**config.mk**
```make
export PLATFORM = sky130hd
export DESIGN_NAME = seg7_reader
export DESIGN_NICKNAME = d
export VERILOG_FILES = /design/src/rtl/seg7_reader.sv
export SDC_FILE = /design/constraint.sdc
export NUM_CORES = 1
export LEC_CHECK = 0
export CAP_MARGIN = 20
export CORE_MARGIN = 4
export CORE_UTILIZATION = 25
export DETAILED_ROUTE_END_ITERATION = 8
export DONT_BUFFER_PORTS = 1
export PLACE_DENSITY = 0.42
export SKIP_CTS_REPAIR_TIMING = 1
export SLEW_MARGIN = 20
export SYNTH_ARGS = -nofsm -noshare
export SYNTH_HDL_FRONTEND = slang
export SYNTH_SLANG_ARGS = --single-unit
```
**constraint.sdc**
```tcl
create_clock -name clk -period 3.05 [get_ports clk]
set_input_delay 0.1525 -clock clk [delete_from_list [all_inputs] [get_ports clk]]
set_output_delay 0.1525 -clock clk [all_outputs]
set_load 0.05 [all_outputs]
```
**src/rtl/seg7_reader.sv**
```systemverilog
// seg7_reader: reads back an active-low multiplexed 7-segment bus and
// reconstructs the hex nibble currently shown on each digit.
//
// The {an,segs} bus is registered every cycle. A run-length counter measures
// how many consecutive edges the bus has stayed unchanged. Once the run reaches
// STABLE_CYCLES the FSM spends exactly one cycle in CAPTURE and decodes the
// registered sample. It then parks in HOLD until the bus changes again, so
// there is one capture per stable period.
module seg7_reader #(
    parameter int NUM_DIGITS    = 4,   // 1..8 multiplexed digits
    parameter int IDX_W         = 2,   // 2**IDX_W >= NUM_DIGITS
    parameter int STABLE_CYCLES = 4    // 2..255 identical samples before capture
) (
    input  logic                    clk,
    input  logic                    reset,
    input  logic [6:0]              segs,
    input  logic [NUM_DIGITS-1:0]   an,
    output logic [4*NUM_DIGITS-1:0] value,
    output logic [NUM_DIGITS-1:0]   digit_valid,
    output logic                    upd,
    output logic [IDX_W-1:0]        upd_idx,
    output logic                    err,
    output logic [1:0]              dbg_state
);

    localparam int         SMP_W   = NUM_DIGITS + 7;
    localparam logic [7:0] STAB_C  = 8'(STABLE_CYCLES);
    localparam logic [6:0] SEG_BLANK = 7'b1111111;

    typedef enum logic [1:0] {
        ST_WAIT    = 2'd0,
        ST_CAPTURE = 2'd1,
        ST_HOLD    = 2'd2
    } state_t;

    state_t                  state_q;
    logic [SMP_W-1:0]        sample_q;
    logic [7:0]              cnt_q;
    logic [4*NUM_DIGITS-1:0] value_q;
    logic [NUM_DIGITS-1:0]   digit_valid_q;
    logic                    upd_q;
    logic                    err_q;
    logic [IDX_W-1:0]        upd_idx_q;

    logic [SMP_W-1:0]        in_d;
    logic                    changed;
    logic [7:0]              cnt_d;
    logic [NUM_DIGITS-1:0]   smp_an;
    logic [6:0]              smp_segs;
    logic [3:0]              low_cnt;
    logic [IDX_W-1:0]        sel_idx;
    logic                    dec_hit;
    logic [3:0]              dec_nib;
    logic                    smp_blank;

    assign value       = value_q;
    assign digit_valid = digit_valid_q;
    assign upd         = upd_q;
    assign err         = err_q;
    assign upd_idx     = upd_idx_q;
    assign dbg_state   = state_q;

    // Input comparison and saturating run-length counter.
    // The counter sits at 1 on the first edge of a new value, so reaching
    // STABLE_CYCLES means the value was seen on that many consecutive edges.
    always_comb begin
        in_d    = {an, segs};
        changed = (in_d != sample_q);
        if (changed) begin
            cnt_d = 8'd1;
        end else if (cnt_q >= STAB_C) begin
            cnt_d = STAB_C;
        end else begin
            cnt_d = cnt_q + 8'd1;
        end
    end

    // Analyse the registered sample: how many enables are low and which is
    // the lowest-numbered one. Scanning downward lets the lowest index win.
    always_comb begin
        smp_an   = sample_q[SMP_W-1:7];
        smp_segs = sample_q[6:0];
        low_cnt  = 4'd0;
        sel_idx  = '0;
        for (int i = NUM_DIGITS - 1; i >= 0; i--) begin
            if (!smp_an[i]) begin
                low_cnt = low_cnt + 4'd1;
                sel_idx = IDX_W'(i);
            end
        end
    end

    // Inverse segment decode (gfedcba, active-low) back to a hex nibble.
    // The blank pattern is kept apart from the table so that it clears the
    // valid flag without being treated as an error.
    always_comb begin
        dec_hit   = 1'b1;
        dec_nib   = 4'h0;
        smp_blank = (smp_segs == SEG_BLANK);
        case (smp_segs)
            7'b1000000: dec_nib = 4'h0;
            7'b1111001: dec_nib = 4'h1;
            7'b0100100: dec_nib = 4'h2;
            7'b0110000: dec_nib = 4'h3;
            7'b0011001: dec_nib = 4'h4;
            7'b0010010: dec_nib = 4'h5;
            7'b0000010: dec_nib = 4'h6;
            7'b1111000: dec_nib = 4'h7;
            7'b0000000: dec_nib = 4'h8;
            7'b0010000: dec_nib = 4'h9;
            7'b0001000: dec_nib = 4'hA;
            7'b0000011: dec_nib = 4'hB;
            7'b1000110: dec_nib = 4'hC;
            7'b0100001: dec_nib = 4'hD;
            7'b0000110: dec_nib = 4'hE;
            7'b0001110: dec_nib = 4'hF;
            default:    dec_hit = 1'b0;
        endcase
    end

    // Sampling FSM with registered slot storage and result pulses.
    // A bus change always wins over a pending capture and restarts counting.
    always_ff @(posedge clk) begin
        if (reset) begin
            state_q       <= ST_WAIT;
            sample_q      <= '1;
            cnt_q         <= 8'd0;
            value_q       <= '0;
            digit_valid_q <= '0;
            upd_q         <= 1'b0;
            err_q         <= 1'b0;
            upd_idx_q     <= '0;
        end else begin
            sample_q <= in_d;
            cnt_q    <= cnt_d;
            upd_q    <= 1'b0;
            err_q    <= 1'b0;
            case (state_q)
                ST_WAIT: begin
                    if (cnt_d == STAB_C) begin
                        state_q <= ST_CAPTURE;
                    end
                end
                ST_CAPTURE: begin
                    if (changed) begin
                        state_q <= ST_WAIT;
                    end else begin
                        state_q <= ST_HOLD;
                        if (low_cnt > 4'd1) begin
                            // Several digits enabled at once: report, write nothing.
                            err_q     <= 1'b1;
                            upd_idx_q <= sel_idx;
                        end else if (low_cnt == 4'd1) begin
                            upd_idx_q <= sel_idx;
                            for (int i = 0; i < NUM_DIGITS; i++) begin
                                if (sel_idx == IDX_W'(i)) begin
                                    if (dec_hit) begin
                                        value_q[4*i +: 4] <= dec_nib;
                                        digit_valid_q[i]  <= 1'b1;
                                    end else begin
                                        // Blank or garbage: nibble kept, flag cleared.
                                        digit_valid_q[i]  <= 1'b0;
                                    end
                                end
                            end
                            if (dec_hit) begin
                                upd_q <= 1'b1;
                            end else if (!smp_blank) begin
                                err_q <= 1'b1;
                            end
                        end
                    end
                end
                ST_HOLD: begin
                    if (changed) begin
                        state_q <= ST_WAIT;
                    end
                end
                default: begin
                    state_q <= ST_WAIT;
                end
            endcase
        end
    end

endmodule
```
Word-level counts from Yosys, hierarchy flattened
Index checks and enable logic that the tools add are counted.

storage, ports and cells
  output and inout port bits = 26
  logic and storage cells = 90
  register bits after elaboration = 45

cells by class
  eq/ne operators = 26
  add/subtract/negate cells = 4
  bitwise gates (word level) = 4
  magnitude comparators = 2
  mux-type cells = 23
  reduce and logical (&&, ||, !) cells = 17

operator list
  kind                 number
  $pmux 4 s15          1
  $eq 7x7->1 const B   5
  $reduce_and 6->1     4
  $eq 7x5->1 const B   3
  $eq 7x6->1 const B   3
  $reduce_and 5->1     4
  $mux 2               9
  $mux 8               2
  $reduce_or 16->1     1
  $eq 7x2->1 const B   2
  $eq 7x4->1 const B   2
  $add 4x1->4 const B  3
  $mux 4               3
  $ne 11x11->1         1
  $add 8x1->8 const B  1
  $eq 8x3->1 const B   1
  $ge 8x3->1 const B   1
  $eq 7x3->1 const B   1
  $logic_not 7->1      1
  $mux 1               7
  $eq 2x2->1 const B   3
  $pmux 2 s3           1
  $reduce_or 5->1      1
  $eq 2x1->1 const B   2
  9 further kinds      14

Logic depth before layout (Yosys ltp)
  word-level depth = 10
  depth in mapped cells = 11
  mapped depth without buffers = 11

Worst setup path after synthesis
Ideal clock, no wire load.

  path kind = reg2reg
  start point = register sample_q[9]
  end point = register value_q[3], in the netlist value[3]
  slack = 0.405 ns
  required time = 2.964 ns
  stages on the path, launching flop included = 11
  arrival = 2.559 ns
  path through = dfxtp_1 > inv_1 > ha_1 > xnor2_1 > ha_1 > or3_1 > and3_4 > a2111oi_4 > nand2_1 > a21o_1 > a221oi_2

on the way
  cells in the longest elaborated chain, start to end = 8
  elaborated cells between the ends (all ways) = 15

RTL lines
  what                           line  text
  start, declared                37    logic [SMP_W-1:0] sample_q;
  start signal, assigned         134   sample_q <= in_d;
  $mux 4                         86    if (!smp_an[i]) begin
  $add 4x1->4                    87    low_cnt = low_cnt + 4'd1;
  $mux 4                         86
  $add 4x1->4                    87
  $mux 4                         86
  $gt 4x1->1                     149   if (low_cnt > 4'd1) begin
  $not 1->1 (no line)            n/a
  $reduce_and 6->1 (no line) *   n/a
  end signal, assigned by index  158   value_q[4*i +: 4] <= dec_nib;
  end, declared                  39    logic [4*NUM_DIGITS-1:0] value_q;

Every way passes the cells marked *; elsewhere a longest branch is shown, timed or not.
A chain may end at the register's enable or synchronous reset.

Worst setup path in the final report
  start point = register sample_q[10]
  end point = register value_q[3], in the netlist value[3]

on the way
  cells in the longest elaborated chain, start to end = 10
  elaborated cells between the ends (all ways) = 18

RTL lines
  what                          line
  $mux 1                        86
  $add 4x1->4                   87
  $mux 4                        86
  $add 4x1->4                   87
  $mux 4                        86
  $add 4x1->4                   87
  $mux 4                        86
  $gt 4x1->1                    149
  $not 1->1 (no line)           n/a
  $reduce_and 6->1 (no line) *  n/a

Marked as above.

==> flow_summary.ini <==
[worst_setup_path]
setup.worst_path.start_class = flip-flop
critical_path.cell_chain = inv_1 -> ha_2 -> xnor2_1 -> ha_1 -> or3_1 -> and3_4 -> a2111oi_4 -> nand2_1 -> a21o_1 -> a221oi_2
worstPathMaxFanout = 6
required_ns = 3.26
critical_path.max_stage_delay_ns = 0.39
r2r_slack_ns = 0.27
timing.critical_path.max_delay_family = compound AO/OA/AOI/OAI gates
slowest_cell_on_the_critical_path = sky130_fd_sc_hd__dfxtp_1
setup_crit_end_kind = flip-flop
worst-setup-path-type = reg2reg
worst-path-buf-inv = 1
cp.arrival_ns = 2.99

[clock_tree]
h-tree-depth = 2
clkTransAtPathRegs_ns = 0.09
clock_sinks = 45
cts.root.buffer_cell = sky130_fd_sc_hd__clkbuf_8
insertion_delay_ns = 0.30
ctsLongestPathBuffers = 2
cts_inserted_buffers = 5
clock_tree_from_tritoncts = yes

[cells_and_area]
fin_area_um2 = 2760
areaGrowthSynthToFinish_pct = 15.9
antenna_cells_inserted = 0
area.sequential_um2 = 902
combined_area_of_the_multi_input_logic_cells_um2 = 1380
fill_cells = 987
post-route-util = 0.299
nets = 307
layout-drive-gt1-share = 0.142

[sta]
max_slew_margin = 0.567
report.final.hold_viol_count = 0
timing_worst_slew_pin_value_ns = 0.643
timing.final.max_slew_violations = 0
fin_worst_skew_ns = 0.00895
setup_tns_ns = 0
final_period_minus_worst_setup_slack_ns = 2.78
rsz_0062_raised_after_global_routing = false
setup_ws_post_layout_ns = 0.270
max_freq_mhz = 360
final-setup-viol-count = 0
min_period_over_period = 0.911

[die]
rows = 35
floorplan.core_area_um2 = 9240
fp.dieArea_um2 = 11100
floorplan.die.width_um = 106
chipHeight_um = 106
io_pins = 39
floorplan.initialDensity = 0.258

[placed_design]
hpwlAfterDp_mm = 4.47
port_buffers = 0
final_estimated_routing_congestion_in_global_placement = 0.842
placement.cell_area_um2 = 2520
dp_worst_setup_slack_ns = 0.196

[synth]
synth_async_sr_flop_share = 0
most_used_dff_post_synth = sky130_fd_sc_hd__dfxtp_1
yosysSeqAreaShare = 0.378
number_of_synthesized_flops_with_an_enable_pin = 0
synthDominantAreaCellType = sky130_fd_sc_hd__dfxtp_1
synthesis.area_per_instance_um2 = 8.66
synth_cells = 275
yosysMostFrequentCell = sky130_fd_sc_hd__dfxtp_1
netlist.area_leader.share = 0.378
post_synth_main_area_contributors = sky130_fd_sc_hd__dfxtp_1 (38%), sky130_fd_sc_hd__xnor2_1 (4.0%), sky130_fd_sc_hd__mux2i_1 (3.8%), sky130_fd_sc_hd__nand2b_1 (3.7%), sky130_fd_sc_hd__or2_2 (3.7%)
synth_common_cells = sky130_fd_sc_hd__dfxtp_1 (45), sky130_fd_sc_hd__nand2_1 (18), sky130_fd_sc_hd__nor2_1 (18), sky130_fd_sc_hd__inv_1 (17)
ys_warn_count = 0
synth.cell_area_um2 = 2380
synth.distinct_cells = 53
synth.ff_latch_count = 45

[power_and_ir_drop]
cellLeakagePower_nw = 1.01
power.ir.vdd_worst_v = 0.000221
power_density_nw_per_um2 = 415

[routing]
detail_route.wirelength_mm = 6.06
route.vias.total = 1930
postRouteAntennaNets = 0
route.detailed.wl_per_inst_um = 14.5
detail_route.drc_violations = 0
drt-pass1-iter-count = 4
route.detailed.vias_per_inst = 4.62
drt-initial-drc-count = 40

[global_routing]
grt_start_max_net_pins = 40
antenna_found_initial = 0
grt_util_all_layers = 0.108
first_pass_grt_wire_length_mm = 9.71
number_of_global_route_vias_before_repair = 1833
grt_remaining_overflow = 0

[min_path]
min_path_type = in2reg

[job]
cap_violations = 0

[run_status]
run_status = finished clean
[metrics by stage]
stage	instances	total power, mW	hold WS, ns
CTS	406	1.15	-0.103
global placement	398	0.750	0.227
global route	418	1.21	0.0274
finish	418	1.15	0.0371
floorplan	279	0.731	0.259
detailed placement	398	0.748	0.229
[final cells by class]
type                       count  share of cell area
sequential                    45               0.327
tap                          129              0.0585
clock inverter                 2             0.00499
multi-input combinational    203               0.498
inverter                      17              0.0231
clock buffer                   6              0.0299
timing repair buffer          16              0.0580
[cells in the final DEF (no fill, tap or decap), types with 6 or more instances in the layout]
master and instances:
sky130_fd_sc_hd__nor2b_1 6, sky130_fd_sc_hd__a21oi_1 13, sky130_fd_sc_hd__nand3_1 8, sky130_fd_sc_hd__xnor2_1 11
sky130_fd_sc_hd__nor3_1 9, sky130_fd_sc_hd__dfxtp_1 44, sky130_fd_sc_hd__clkbuf_8 6, sky130_fd_sc_hd__inv_1 17
sky130_fd_sc_hd__nand2_1 18, sky130_fd_sc_hd__or2_2 14, sky130_fd_sc_hd__nand2b_1 14, sky130_fd_sc_hd__dlygate4sd3_1 11
sky130_fd_sc_hd__nor2_1 18, sky130_fd_sc_hd__mux2i_1 9, sky130_fd_sc_hd__o21ai_0 6
[worst register-to-register path: stages (launching register included)]
cell and delay [ns]:
sky130_fd_sc_hd__dfxtp_1 0.39, sky130_fd_sc_hd__inv_1 0.08, sky130_fd_sc_hd__ha_2 0.38, sky130_fd_sc_hd__xnor2_1 0.11, sky130_fd_sc_hd__ha_1 0.25, sky130_fd_sc_hd__or3_1 0.33, sky130_fd_sc_hd__and3_4 0.21, sky130_fd_sc_hd__a2111oi_4 0.32
sky130_fd_sc_hd__nand2_1 0.14, sky130_fd_sc_hd__a21o_1 0.24, sky130_fd_sc_hd__a221oi_2 0.26
[report_power, final]
group	internal (mW)	total (mW)	switching (mW)
sequential	0.599	0.625	0.0259
combinational	0.0667	0.133	0.0665
clock	0.184	0.387	0.204
total	0.850	1.15	0.296
[final timing paths]
| kind | startpoint | end | cells after the start |
|---|---|---|---|
| min reg2reg | cnt_q[4] | cnt_q[0] | 3 |
| max | sample_q[10] | value[3] | 10 |
| min | reset | value[5] | 2 |
| max reg2reg | sample_q[10] | value[3] | 10 |
[state kept, by name, indices dropped and copies added, names as in the netlist]
register     flops
cnt_q            8
dbg_state        2
digit_valid      4
err              1
sample_q        11
upd              1
upd_idx          2
value           16
[metal layers]
metal | up-vias | GRT usage | share of wire
met5 | - | 0 | 0
met4 | 0 | 0.0250 | 0.0068
met3 | 4 | 0.0404 | 0.061
met2 | 30 | 0.168 | 0.45
met1 | 910 | 0.143 | 0.48
li1 | 986 | - | -
[kinds of logic after synthesis]
logic type,Yosys count,share of synthesized area
other,1,0.00157
and+or+nand+nor,112,0.266
muxes,9,0.0378
xor gates and xnor gates,16,0.0589
AOI/OAI and AO/OA,54,0.167
DFF,45,0.378
buffers and inverters,31,0.0541
adders and majority gates,7,0.0357
Power figures use the tool's default switching activity.
